## src/rtl/alu_sequencer.sv

```systemverilog
// Microcoded fetch/decode/execute controller for the 8-bit accumulator datapath.
// The step counter and IR opcode select the control strobes; the ALU carry is latched for JC.
module alu_sequencer #(
  parameter int WIDTH = 8,
  parameter int OPW   = 4
) (
  input  logic           clk,
  input  logic           rst_n,
  input  logic           run,
  input  logic [OPW-1:0] ir_opcode,
  input  logic           carry_in,
  output logic           pc_out,
  output logic           pc_inc,
  output logic           pc_load,
  output logic           mar_load,
  output logic           ram_out,
  output logic           ram_write,
  output logic           ir_load,
  output logic           ir_out,
  output logic           alu_enable,
  output logic           rega_enable,
  output logic           rega_write_enable,
  output logic           regb_write_enable,
  output logic           sub_enable,
  output logic           out_load,
  output logic           carry_flag,
  output logic           halted,
  output logic [2:0]     step
);

  localparam int OPERAND_W = WIDTH - OPW;

  localparam logic [OPW-1:0] OP_LDA = OPW'(1);
  localparam logic [OPW-1:0] OP_ADD = OPW'(2);
  localparam logic [OPW-1:0] OP_SUB = OPW'(3);
  localparam logic [OPW-1:0] OP_STA = OPW'(4);
  localparam logic [OPW-1:0] OP_LDI = OPW'(5);
  localparam logic [OPW-1:0] OP_JMP = OPW'(6);
  localparam logic [OPW-1:0] OP_JC  = OPW'(7);
  localparam logic [OPW-1:0] OP_OUT = OPW'(14);
  localparam logic [OPW-1:0] OP_HLT = OPW'(15);

  typedef enum logic {S_RUN, S_HALT} state_t;

  state_t     state_reg;
  logic [2:0] step_reg;
  logic       carry_flag_reg;
  logic [2:0] last_step;
  logic       active;

  // Final micro-step of each instruction; unknown opcodes finish with the fetch.
  always_comb begin
    last_step = 3'd1;
    case (ir_opcode)
      OP_LDA, OP_STA:                         last_step = 3'd3;
      OP_ADD, OP_SUB:                         last_step = 3'd4;
      OP_LDI, OP_JMP, OP_JC, OP_OUT, OP_HLT:  last_step = 3'd2;
      default:                                last_step = 3'd1;
    endcase
  end

  always_ff @(posedge clk) begin
    if (!rst_n) begin
      state_reg      <= S_RUN;
      step_reg       <= 3'd0;
      carry_flag_reg <= 1'b0;
    end else if (run && state_reg == S_RUN) begin
      if ((ir_opcode == OP_ADD || ir_opcode == OP_SUB) && step_reg == 3'd4)
        carry_flag_reg <= carry_in;
      if (ir_opcode == OP_HLT && step_reg == 3'd2) begin
        state_reg <= S_HALT;
        step_reg  <= 3'd0;
      end else if (step_reg == last_step) begin
        step_reg <= 3'd0;
      end else begin
        step_reg <= step_reg + 3'd1;
      end
    end
  end

  assign active = rst_n && run && (state_reg == S_RUN);

  always_comb begin
    pc_out = 1'b0; pc_inc = 1'b0; pc_load = 1'b0; mar_load = 1'b0;
    ram_out = 1'b0; ram_write = 1'b0; ir_load = 1'b0; ir_out = 1'b0;
    alu_enable = 1'b0; rega_enable = 1'b0; rega_write_enable = 1'b0;
    regb_write_enable = 1'b0; sub_enable = 1'b0; out_load = 1'b0;
    if (active) begin
      case (step_reg)
        3'd0: begin pc_out = 1'b1; mar_load = 1'b1; end
        3'd1: begin ram_out = 1'b1; ir_load = 1'b1; pc_inc = 1'b1; end
        3'd2: begin
          case (ir_opcode)
            OP_LDA, OP_ADD, OP_SUB, OP_STA: begin ir_out = 1'b1; mar_load = 1'b1; end
            OP_LDI: begin ir_out = 1'b1; rega_write_enable = 1'b1; end
            OP_JMP: begin ir_out = 1'b1; pc_load = 1'b1; end
            OP_JC:  begin ir_out = carry_flag_reg; pc_load = carry_flag_reg; end
            OP_OUT: begin rega_enable = 1'b1; out_load = 1'b1; end
            default: ;
          endcase
        end
        3'd3: begin
          case (ir_opcode)
            OP_LDA:         begin ram_out = 1'b1; rega_write_enable = 1'b1; end
            OP_ADD, OP_SUB: begin ram_out = 1'b1; regb_write_enable = 1'b1; end
            OP_STA:         begin rega_enable = 1'b1; ram_write = 1'b1; end
            default: ;
          endcase
        end
        3'd4: begin
          if (ir_opcode == OP_ADD || ir_opcode == OP_SUB) begin
            alu_enable        = 1'b1;
            rega_write_enable = 1'b1;
            sub_enable        = (ir_opcode == OP_SUB);
          end
        end
        default: ;
      endcase
    end
  end

  assign carry_flag = carry_flag_reg;
  assign halted     = (state_reg == S_HALT);
  assign step       = step_reg;

  a_operand_field: assert property (@(posedge clk) OPERAND_W > 0);
  a_one_driver: assert property (@(posedge clk)
    $onehot0({pc_out, ram_out, ir_out, alu_enable, rega_enable}));
  a_one_reg_writer: assert property (@(posedge clk) !(rega_write_enable && regb_write_enable));
  a_sub_with_alu: assert property (@(posedge clk) sub_enable |-> alu_enable);

endmodule
```

## config.mk

```make
export PLATFORM = sky130hd
export DESIGN_NAME = alu_sequencer
export DESIGN_NICKNAME = d
export VERILOG_FILES = /design/src/rtl/alu_sequencer.sv
export SDC_FILE = /design/constraint.sdc
export NUM_CORES = 1
export LEC_CHECK = 0
export ABC_AREA = 1
export BUFFER_PORTS_ARGS = -buffer_cell sky130_fd_sc_hd__buf_4
export CAP_MARGIN = 20
export CORE_MARGIN = 3
export CORE_UTILIZATION = 35
export CTS_BUF_LIST = sky130_fd_sc_hd__clkbuf_4 sky130_fd_sc_hd__clkbuf_8 sky130_fd_sc_hd__clkbuf_16
export CTS_CLUSTER_DIAMETER = 150
export DETAILED_ROUTE_END_ITERATION = 10
export HOLD_SLACK_MARGIN = 0.12
export SLEW_MARGIN = 20
export SYNTH_ARGS = -nofsm -noshare
export SYNTH_HDL_FRONTEND = slang
export SYNTH_SLANG_ARGS = --single-unit
```

## constraint.sdc

```tcl
create_clock -name clk -period 1.5 [get_ports clk]
set_clock_uncertainty 0.1 [all_clocks]
set_input_delay 0.075 -clock clk [delete_from_list [all_inputs] [get_ports clk]]
set_output_delay 0.075 -clock clk [all_outputs]
set_load 0.01 [all_outputs]
```

## Word level (Yosys, flattened, before mapping)

Memory sizes are Yosys's and may differ from the RTL's.
Index checks and enable logic that the tools add are counted.

- Mux-type cells: 39
- Add/sub/neg operators: 1
- Equal/unequal tests: 14
- Reduce and logical (&&, ||, !) cells: 13
- Bitwise operators: 1

Operators by type and width:

| kind | count |
|---|---|
| $mux W1 | 31 |
| $eq A4 B3 Y1 const B | 4 |
| $pmux W1 S2 | 5 |
| $eq A4 B2 Y1 const B | 2 |
| $eq A4 B4 Y1 const B | 2 |
| $eq A3 B2 Y1 const B | 2 |
| $mux W3 | 2 |
| $reduce_or A6 Y1 | 1 |
| $logic_and A1 B1 Y1 | 5 |
| $eq A4 B1 Y1 const B | 1 |
| $reduce_and A2 Y1 | 2 |
| $reduce_or A4 Y1 | 1 |
| $add A3 B1 Y3 const B | 1 |
| $eq A3 B1 Y1 const B | 1 |
| $eq A3 B3 Y1 | 1 |
| $eq A3 B3 Y1 const B | 1 |
| $logic_not A3 Y1 | 1 |
| $pmux W1 S3 | 1 |
| $reduce_or A3 Y1 | 1 |
| $reduce_or A2 Y1 | 1 |
| $logic_or A1 B1 Y1 | 1 |
| $not A1 Y1 | 1 |

- Register bits: 5
- Output and inout bits: 19
- Input port bits: 8
- Memories kept: 1
- Word-level logic and storage cells: 72
- Bits in read-only memories: 48

Memories:

| name | depth | width | read ports | clocked after memory_dff | wr ports | line | text |
|---|---|---|---|---|---|---|---|
| (no name shown) | 16 | 3 | 1 | 0 | 0 | 54 | `case (ir_opcode)` |

## Logic depth before layout (Yosys ltp)

- Word-level depth: 5
- Mapped depth: 9

## Worst setup path before layout

Ideal clock, no wire load.

- Path kind: reg2out
- From: register step_reg[0], in the netlist step[0]
- To: output rega_write_enable
- Required time: 1325 ps
- Setup slack: 43 ps
- Stages on the path, launching flop included: 9
- Data arrival time: 1282 ps
- Cells stage by stage: dfxtp_1 > inv_1 > ha_1 > nand2_1 > inv_1 > a22oi_1 > nor2_1 > o22ai_1 > nor2_1

- Word-level cells in the longest chain between the ends: 3

RTL lines:

| item | line | text |
|---|---|---|
| from (decl) | 46 | `logic [2:0] step_reg;` |
| from (signal assigned) | 76 | `step_reg <= step_reg + 3'd1;` |
| $eq A3 B3 Y1 / $eq A3 B2 Y1 (equally long branches) | 89 | `case (step_reg)` |
| $pmux W1 S3 (*) | 89 |  |
| $mux W1 (*) | 88 | `if (active) begin` |
| to (decl) | 22 | `output logic rega_write_enable,` |

Every way passes the cells marked *; elsewhere a longest branch is shown, timed or not.

## Worst setup path after layout

- From: register step_reg[1], in the netlist step[1]
- To: output rega_write_enable

Same word-level chain as after synthesis.

==> out/metrics.yaml <==
floorplanning:
  chipWidth_um: 46.8
  dieArea_um2: 2190
  fp-row-count: 14
  start_util_pct: 37.8
  die_h_um: 46.8
  num_io_pins: 27
  core_area_um2: 1540
logic_synthesis:
  yosysTopAreaCell: "nand2_1"
  postSynthCellCount: 106
  ys_top_cells_by_area: "nand2_1, dfxtp_1, ha_1"
  ys_warn_count: 0
  synthesis.nets: 119
  yosysSeqAreaShare_pct: 17.2
  syn_avg_cell_area_um2: 5.50
  postSynthRegisterBits: 5
  synthDistinctLibCells: 19
  syn-cell-area_um2: 583
  synth.top_cell.area_share_pct: 21.9
routing:
  avgRoutedWirePerCell_um: 11.5
  wl_um: 1950
  first_pass_iters: 4
  drtIter0Drc: 19
  viasPerCell: 5.00
  ant_nets: 0
  num_vias: 845
  route.detailed.drc: 0
job:
  maxCapViolCount: 0
final_layout:
  utilization_pct: 72.7
  layout-drive-gt1-share_pct: 51.6
  largest_register_ffs: 3
  area_delta_synth_final_pct: 92.3
  final_cells: 169
  diodes: 0
  nets: 167
worst_setup_path:
  worstSetupPathType: "register to output pin"
  crit_arrival_ps: 1440
  path_max_fanout: 5
  reg2reg_slack_ps: 20
  r2r_end: "carry_flag"
  start_kind: "register"
  endpoint_kind: "output pin"
  r2r_cells: 9
  required_ps: 1320
  r2r_start: "step[0]"
sta:
  max_freq_mhz: 618
  tns_ps: -527
  min_period_over_period_pct: 108
  timing.hold.ws_ps: 169
  rsz0062_at_grt: "true"
  hold_viol: 0
  slew_viol_final: 0
  period_needed_ps: 1620
  slew_headroom_pct: 86.6
  setup_slack_ps: -119
  worst_pin_slew_ps: 201
  setup_viol: 8
clock_tree:
  clock-root-buffer: "clkbuf_4"
  cts_buffer_depth: 2
  htree_levels: 1
  cts_buffers: 3
  cts_tree: "done"
  cts.clk_slew.worst_paths_ps: 40
  clk_latency_ps: 250
  cts.sinks: 5
pwr:
  p_per_area_nw_per_um2: 491
  p_leak_nw: 0.545
  vdd_ir_drop_max_uv: 528
global_route:
  grt_usage_pct: 18.0
  grt_pass1_wl_um: 2780
  antenna_found_initial: 0
  grt_start_max_net_pins: 7
  grt_overflow: 0
  grt_pass1_vias: 689
placement:
  io_buffers: 26
  dpl.cell_count: 154
  dp_hpwl_um: 1380
  dp_slack_ps: -8.37
  gp_congestion: 0.845
hold_path:
  holdPathEnd: "step[1]"
  hold_path_class: "primary input to register"
  hold-path-cell-count: 5
  hp-start: "run"
status:
  violations: "setup timing"
  status: "finished with violations"
[cells in the mapped netlist (all sizes together)]
master  count
nand2      36
inv        18
o22ai       3
o211ai      1
nor2       17
ha          5
o21ai       2
nand3       4
nor3        4
dfxtp       5
a22oi       1
nand4       2
buf         1
a21oi       7
[critical path, stage by stage (launching register included)]
cell and delay, ps:
dfxtp_4 370, ha_4 170, ha_4 150, a22oi_2 140
nor2_1 60, o22ai_1 110, nor2_1 60, buf_4 140
[how the worst max path moves through the flow]
stage | slack (ps) | startpoint | cells after the start | to
3_3_place_gp | 40 | step[1] | 7 | rega_write_enable
6_report | -120 | step[1] | 7 | rega_write_enable
3_5_place_dp | -8 | step[0] | 9 | rega_write_enable
4_1_cts | -150 | step[1] | 7 | rega_write_enable
5_1_grt | -190 | step[0] | 7 | sub_enable
2_1_floorplan | 40 | step[0] | 8 | rega_write_enable
[layout make-up]
class,instances,area (um^2)
Tap cell,16,20.0
Fill cell,121,420
Inverter,18,75.1
Timing Repair Buffer,44,344
Sequential cell,5,109
Multi-Input combinational cell,82,543
Clock buffer,4,30.0
[cell families after synthesis]
family	Yosys count	share of synthesized area [%]
AO/OA/AOI/OAI	14	13.5
adder cells (fa/ha/maj)	5	10.7
buffers and inverters	19	12.9
flip-flops	5	17.2
AND/OR/NAND/NOR	63	45.7
[layer usage]
metal  vias up  GRT usage, %  wire length, um  part of all wire, %
met3         7          2.30              135                  6.9
met2        32          33.9              950                   49
met1       376          19.7              808                   41
li1        430             -                -                    -
met5         -             0                0                    0
met4         0          8.29               55                  2.8
[metrics by stage]
stage / power, mW / cell area (um^2)
after global placement: 0.306 / 843
after CTS: 0.518 / 1030
final: 0.551 / 1120
after global routing: 0.589 / 1120
after detailed placement: 0.306 / 843
after floorplan: 0.232 / 583
[power by group]
part | switching, mW | internal [mW]
combinational | 0.118 | 0.107
sequential | 0.0112 | 0.138
clock | 0.0568 | 0.119
total | 0.186 | 0.364
[layout by cell type, fill, tap and decap left out, types with 3 or more instances in the layout]
cell and n:
nor2_4 3, nand3_1 4, buf_4 39, inv_1 9, nand2_2 6, ha_4 5, dlygate4sd3_1 4, inv_2 6
nand2_1 28, nor2_2 3, a21oi_1 7, clkbuf_4 4, nor2_1 11, inv_4 3
[timing repair]
action | CTS | global route
resized for setup | 24 | 21
buffers inserted | 4 | 4
hold endpoints to repair | 5 | 0
endpoints found under the setup margin | 12 | 17
cloned | 0 | 0
pin swaps | 9 | 13
hold buffers | 4 | 0
Note: power is estimated with default switching activity, not from simulation.
